[src/rtl/score_leaderboard.sv]
// score_leaderboard: sorted table of the DEPTH best (lowest) reaction times.
// Each valid score is ranked and inserted in one cycle. The rank and the
// high-score flag are registered and appear one cycle later. A combinational
// read port lets the display scan the table.
module score_leaderboard #(
  parameter int SCORE_WIDTH = 14,
  parameter int DEPTH       = 4,
  parameter int RANK_WIDTH  = $clog2(DEPTH + 1),
  parameter int IDX_WIDTH   = ($clog2(DEPTH) >= 1) ? $clog2(DEPTH) : 1
) (
  input  logic                   clock,
  input  logic                   reset,
  input  logic                   clear_scores,
  input  logic                   score_valid,
  input  logic [SCORE_WIDTH-1:0] score_in,
  input  logic [IDX_WIDTH-1:0]   rd_index,
  output logic [SCORE_WIDTH-1:0] rd_score,
  output logic                   rd_used,
  output logic [SCORE_WIDTH-1:0] best_score,
  output logic [RANK_WIDTH-1:0]  entry_count,
  output logic                   rank_valid,
  output logic [RANK_WIDTH-1:0]  rank,
  output logic                   is_high_score
);

  localparam logic [SCORE_WIDTH-1:0] EMPTY = '1;

  logic [SCORE_WIDTH-1:0] slot_reg  [DEPTH];
  logic [SCORE_WIDTH-1:0] slot_next [DEPTH];
  logic                   used_reg  [DEPTH];
  logic                   used_next [DEPTH];
  logic                   le        [DEPTH];
  logic [RANK_WIDTH-1:0]  count_reg;
  logic [RANK_WIDTH-1:0]  rank_reg;
  logic                   high_reg;
  logic                   rank_valid_reg;
  logic [RANK_WIDTH-1:0]  pos;
  logic                   room;
  logic                   accept;

  genvar gi;

  // Comparator bank: occupied slots whose value is <= the incoming score.
  // Using <= places a new score after any equal scores already stored.
  generate
    for (gi = 0; gi < DEPTH; gi++) begin : g_cmp
      assign le[gi] = used_reg[gi] && (slot_reg[gi] <= score_in);
    end
  endgenerate

  // Insertion position = number of slots that stay ahead of the new score.
  always_comb begin
    pos = '0;
    for (int i = 0; i < DEPTH; i++) begin
      pos = pos + RANK_WIDTH'(le[i]);
    end
  end

  assign room   = (pos < RANK_WIDTH'(DEPTH));
  assign accept = score_valid && (score_in != EMPTY) && room;

  // Shifted table: slots before pos keep their value, slot pos takes the new
  // score, and later slots take their predecessor (the last one falls off).
  generate
    for (gi = 0; gi < DEPTH; gi++) begin : g_shift
      if (gi == 0) begin : g_first
        assign slot_next[gi] = (pos == '0) ? score_in : slot_reg[gi];
        assign used_next[gi] = (pos == '0) ? 1'b1     : used_reg[gi];
      end else begin : g_rest
        assign slot_next[gi] = (pos == RANK_WIDTH'(gi)) ? score_in :
                               (pos <  RANK_WIDTH'(gi)) ? slot_reg[gi-1] : slot_reg[gi];
        assign used_next[gi] = (pos == RANK_WIDTH'(gi)) ? 1'b1 :
                               (pos <  RANK_WIDTH'(gi)) ? used_reg[gi-1] : used_reg[gi];
      end
    end
  endgenerate

  // Table, occupancy count and rank result registers.
  always_ff @(posedge clock) begin
    if (reset || clear_scores) begin
      for (int i = 0; i < DEPTH; i++) begin
        slot_reg[i] <= EMPTY;
        used_reg[i] <= 1'b0;
      end
      count_reg      <= '0;
      rank_reg       <= '0;
      high_reg       <= 1'b0;
      rank_valid_reg <= 1'b0;
    end else begin
      rank_valid_reg <= score_valid;
      if (accept) begin
        for (int i = 0; i < DEPTH; i++) begin
          slot_reg[i] <= slot_next[i];
          used_reg[i] <= used_next[i];
        end
        if (count_reg != RANK_WIDTH'(DEPTH)) begin
          count_reg <= count_reg + 1'b1;
        end
        rank_reg <= pos + 1'b1;
        high_reg <= (pos == '0);
      end else if (score_valid) begin
        rank_reg <= '0;
        high_reg <= 1'b0;
      end
    end
  end

  // Read port: selected slot, or all-ones for an empty slot or out-of-range index.
  always_comb begin
    rd_score = EMPTY;
    rd_used  = 1'b0;
    for (int i = 0; i < DEPTH; i++) begin
      if (rd_index == IDX_WIDTH'(i)) begin
        rd_used  = used_reg[i];
        rd_score = used_reg[i] ? slot_reg[i] : EMPTY;
      end
    end
  end

  assign best_score    = used_reg[0] ? slot_reg[0] : EMPTY;
  assign entry_count   = count_reg;
  assign rank_valid    = rank_valid_reg;
  assign rank          = rank_reg;
  assign is_high_score = high_reg;

endmodule

[config.mk]
export PLATFORM = sky130hd
export DESIGN_NAME = score_leaderboard
export DESIGN_NICKNAME = d
export VERILOG_FILES = /design/src/rtl/score_leaderboard.sv
export SDC_FILE = /design/constraint.sdc
export NUM_CORES = 1
export LEC_CHECK = 0
export CAP_MARGIN = 0
export CORE_UTILIZATION = 63
export CTS_BUF_LIST = sky130_fd_sc_hd__clkbuf_4
export CTS_CLUSTER_DIAMETER = 120
export DETAILED_ROUTE_END_ITERATION = 12
export HOLD_SLACK_MARGIN = 0.15
export MAX_ROUTING_LAYER = met4
export PLACE_DENSITY = 0.92
export SKIP_LAST_GASP = 1
export SYNTH_ARGS = -nofsm -noshare
export SYNTH_HDL_FRONTEND = slang
export SYNTH_SLANG_ARGS = --single-unit
[constraint.sdc]
create_clock -name clock -period 7.6 [get_ports clock]
set_clock_uncertainty 0.05 [all_clocks]
set_input_delay 1.52 -clock clock [delete_from_list [all_inputs] [get_ports clock]]
set_output_delay 1.52 -clock clock [all_outputs]
set_load 0.01 [all_outputs]
# Word-level counts from Yosys, hierarchy flattened
# Memories as Yosys holds them, arrays and structs flattened.
# Index checks and enable logic that the tools add are counted.
word_totals:
  ff_bits: 8
  latch_bits: 0
  ram_bits: 60
  rom_bits: 0
  out_inout_bits: 37
  n_memories: 2
mem_list:
  columns: ["memory", "words", "word_bits", "read_ports", "rd_clocked_by_memory_dff", "wr", "line_no", "rtl"]
  rows:
  - ["slot_reg", 4, 14, 4, 0, 4, "28", "logic [SCORE_WIDTH-1:0] slot_reg [DEPTH];"]
  - ["used_reg", 4, 1, 4, 0, 4, "30", "logic used_reg [DEPTH];"]
classes:
  addsub: 5
  n_mul: 0
  div: 0
  magnitude_cmp: 8
  n_eq_ne: 8
  shifts: 0
  mux: 43
  bitwise: 8
  reduce_logical: 11
ops:
  columns: ["cell", "n"]
  rows:
  - ["two-way mux 14 bit", 19]
  - ["less-or-equal comparator 14 bit", 4]
  - ["two-way mux 1 bit", 22]
  - ["!= test 14 bit, second input constant", 1]
  - ["OR 1 bit", 8]
  - ["adder 3 x 1 -> 3 bit, second input constant", 2]
  - ["equality test 3 x 2 -> 1 bit, second input constant", 2]
  - ["logical AND 1 bit", 6]
  - ["< comparator 3 x 2 -> 1 bit, second input constant", 2]
  - ["two-way mux 3 bit", 2]
  - ["equality test 2 bit, second input constant", 2]
  - ["adder 2 x 1 -> 3 bit", 1]
  - ["adder 3 x 1 -> 3 bit", 1]
  - ["equality test 3 x 1 -> 1 bit, second input constant", 1]
  - ["logical NOT 3 bit", 1]
  - ["< comparator 3 x 1 -> 1 bit, second input constant", 1]
  - ["< comparator 3 bit, second input constant", 1]
  - ["!= test 3 bit, second input constant", 1]
  - ["adder 1 x 1 -> 2 bit", 1]
  - ["equality test 2 x 1 -> 1 bit, second input constant", 1]
  - ["logical NOT 2 bit", 1]
  - ["AND reduction 2 bit", 1]
  - ["nonzero test 2 bit", 1]
  - ["logical OR 1 bit", 1]

# Depth between registers and ports, before layout
depth:
  ltp_word: 11
  depth_mapped: 16
  ltp_nobuf: 15

# Worst setup path after synthesis
# OpenSTA, ideal clock, no wires.
synth_timing:
  kind: "input-to-reg"
  from: "input score_in[13]"
  to: "memory slot_reg[3][0] (enable)"
  setup_time_ns: 0.404
  arrival_time_ns: 5.063
  required_time_ns: 7.146
  path_slack_ns: 2.082
  path_stages: 13
  n_path_buf: 1
  cell_sequence: "inv_1 ha_1 nand4_1 or4_1 o31ai_1 fa_1 ha_1 ha_1 inv_1 o41a_1 buf_6 nand2_1 o21ai_0"
synth_lines:
  columns: ["element", "line_no", "rtl"]
  rows:
  - ["from (decl)", "15", "input logic [SCORE_WIDTH-1:0] score_in,"]
  - ["to (decl)", "28", null]

==> results.md <==
- Outcome: complete, no violations
- Vias in the first global route: 4124
- Detailed placer's ending HPWL: just under 10 mm
- ANT cells: 0
- Clk sinks: 68
- Post-synthesis mux area share: 5.75%
- Syn nets: a little under 600
- Die Height: around 90 um
- Critical-path maximum fanout: 14
- Initial antenna violation count: 0
- Hold buffer count at cts: 0
- Yosys warning count: 0
- Cells after Synth: 490
- Largest net degree at the start of global routing: 57
- Overall track demand over capacity in global routing: 36.8%
- WL final: 13.9 mm
- CTS Buf Count: 9
- Peak Freq: 167 MHz
- Worst Hold Class: flop to flop
- CTS Root Cell: clkbuf_4
- Max IR drop VDD: 0.0850 mV
- Crit path to: slot_reg[3][0]
- Critical path required time: 7.69 ns
- Kind of critical path: primary input to flop
- Latest clock arrival within the worst-skew pair: 0.43 ns
- Clock tree buffer depth: 2
- Area of the multi-input gates: 2700 sq um
- Area growth from synthesis to layout: 13.3%
- Largest family of logic cells by synthesized area: adder cells
- Pwr Density: 135 nW/um^2
- Starting Density: about two thirds
- Final setup margin: 1.60 ns
- Final hold vios: 0
- Setup slack at placement: 1.29 ns
- Input/output buffers: 56
- Reg clk slew, reported paths: 0.11 ns
- Crit path DAT: between 6 and 7 ns
- Sequential-to-total area share from yosys stat: between 30 and 40%
- Period utilisation layout: 78.9%
- Initial drt markers: 424
- Asr flop ratio synth: 0%
- Worst setup EP type: flop
- DR WL/cell: 21.8 um
- Lkg Pwr: 1.96 nW
- Core area: roughly 7400 sq um
- Post-cts sizing count: 0
- Max_cap viols: 0
- Origin of the critical flop-to-flop path: slot_reg[0][13]
- Worst rel slew slack: 21.4%
- Final cell count without fillers: 637
- CTS tree: built
- H-tree levels: 3
- Synth cell types: 43
- Simple-gate area share of the yosys netlist: 15.7%
- Total die area: between 8000 and 9000 sq um
- GP Congestion: 0.981
- Max-slew violations: 0
- # DRC: 0
- Synth Cell Area: 4910 sq um
- Post-Synth Adder-Cell Area: between 10% and 20%
- # Post-CTS Setup Buffers: 0
- Std-Cell Rows: 31
- Reg2reg setup slack: 2.93 ns
- Antenna Nets Post-Route: 0
- Synth Area in Compound Gates: 15.3%
- Final setup viols: 0
- Number of synthesized flops with an enable pin: 60
- IO Pins: 57
- TNS Setup: 0 ns
- Worst-Margin Slew: 1.18 ns
- Grt total ovfl: 0
- Sequential Area: ~2000 sq um
- Layout net count: between 600 and 700
- Mapped Avg Cell Area: between 10 and 15 sq um
- Post-placement cell count: 622
- Die Span X: 90.3 um
- TritonRoute pass-1 iters: 5
- Primary FF master, synth: edfxtp_1
- Crit path launch: score_in[13]
- Worst R2R Path Depth: 12
- RSZ-0062 raised after global routing: false
- Max reg flops: 56
- FILL cells: roughly 550
- Layout cell share with drive strength beyond 1: 3.53%
- Minimum clock period: roughly 6 ns
- First-pass GRT wire length: 22.1 mm
- CP Launch Type: primary input
- Vias: between 4000 and 5000
- FF+latch count, synth: 68
- Post-synthesis xor/xnor area fraction: 0%
- RR Endpoint: slot_reg[3][0]
- Via density: between 6 and 7
## layer usage
layer	vias to the layer above	wire, um	track usage [%]
li1	1917	-	-
met1	1995	5660	48.0
met2	258	6500	57.1
met3	39	1270	5.30
met4	0	431	16.5
met5	-	0	-
## critical path, stage by stage
cell             delay, ns
clkdlybuf4s50_1       0.56
inv_1                 0.17
ha_1                  0.35
nand4_1               0.16
or4_1                 0.56
o31ai_1               0.10
fa_1                  0.48
ha_1                  0.24
ha_1                  0.21
inv_1                 0.11
o41a_1                0.46
nand2_1               0.13
o21ai_1               0.69
buf_4                 0.33
## logic make-up (layout without fill, tap and decap cells)
group	count (synthesis)	count (layout)
AO/OA/AOI/OAI	118	118
AND/OR/NAND/NOR	152	152
adder cells (fa/ha/maj)	70	70
multiplexers	27	27
flip-flops	68	68
buffers and inverters	55	103
## synth_stat cells, drive strengths merged (8+ instances only)
cell / number / area share [%]
nand3: 10 / 1.0
nor2: 8 / 0.61
nand4: 14 / 1.8
nand2: 73 / 5.6
and4: 9 / 1.6
o22ai: 28 / 3.6
o21ai: 11 / 1.1
ha: 68 / 17
nand2b: 21 / 2.7
o211ai: 16 / 2.5
inv: 31 / 2.4
a21oi: 35 / 3.6
buf: 13 / 2.0
dfxtp: 8 / 3.3
edfxtp: 60 / 37
mux2i: 26 / 5.3
clkbuf: 11 / 0.84
## stage by stage
| step | cell area (sq um) | util, % | total power (W) | hold slack (ns) |
|---|---|---|---|---|
| floorplan | 4910 | - | 0.000507 | 0.439 |
| global placement | 5470 | 73.8 | 0.000553 | 0.409 |
| detailed placement | 5470 | 73.8 | 0.000556 | 0.415 |
| CTS | 5570 | 75.1 | 0.000750 | 0.431 |
| global route | 5570 | 75.1 | 0.000781 | 0.448 |
| finish | 5570 | 75.1 | 0.000754 | 0.430 |
## cell type report
type	instances	share of cell area [%]
inverters	31	2.09
clock buffers	11	1.48
repair buffers	57	10.2
well taps	99	2.23
multi-input cells	367	48.4
clock inverters	4	0.315
flip-flops and latches	68	35.2
## worst min-delay path by stage
stage	start	to	slack [ns]	cells past startpoint
floorplan	rank[1]	rank[1]	0.44	2
global placement	rank[0]	rank[0]	0.41	2
detailed placement	rank[0]	rank[0]	0.42	2
CTS	rank[0]	rank[0]	0.43	2
global route	rank[1]	rank[1]	0.45	2
finish	rank[0]	rank[0]	0.43	2
## where the power goes
part | total [W] | internal (W) | switching, W
sequential | 0.000423 | 0.000412 | 0.0000101
clock | 0.000203 | 0.0000698 | 0.000133
combinational | 0.000128 | 0.0000496 | 0.0000789
## cells in the final DEF, fill, tap and decap left out, drive strengths merged, types with 9 or more instances in the layout
| cell type | synthesis | layout |
|---|---|---|
| nand3 | 10 | 10 |
| clkdlybuf4s50 | 0 | 56 |
| clkbuf | 11 | 11 |
| nand4 | 14 | 14 |
| and4 | 9 | 9 |
| mux2i | 26 | 26 |
| inv | 31 | 31 |
| a21oi | 35 | 35 |
| o21ai | 11 | 11 |
| nand2b | 21 | 21 |
| o211ai | 16 | 16 |
| ha | 68 | 68 |
| edfxtp | 60 | 60 |
| o22ai | 28 | 28 |
| nand2 | 73 | 73 |
No activity file was read; power rests on OpenSTA's default activity.
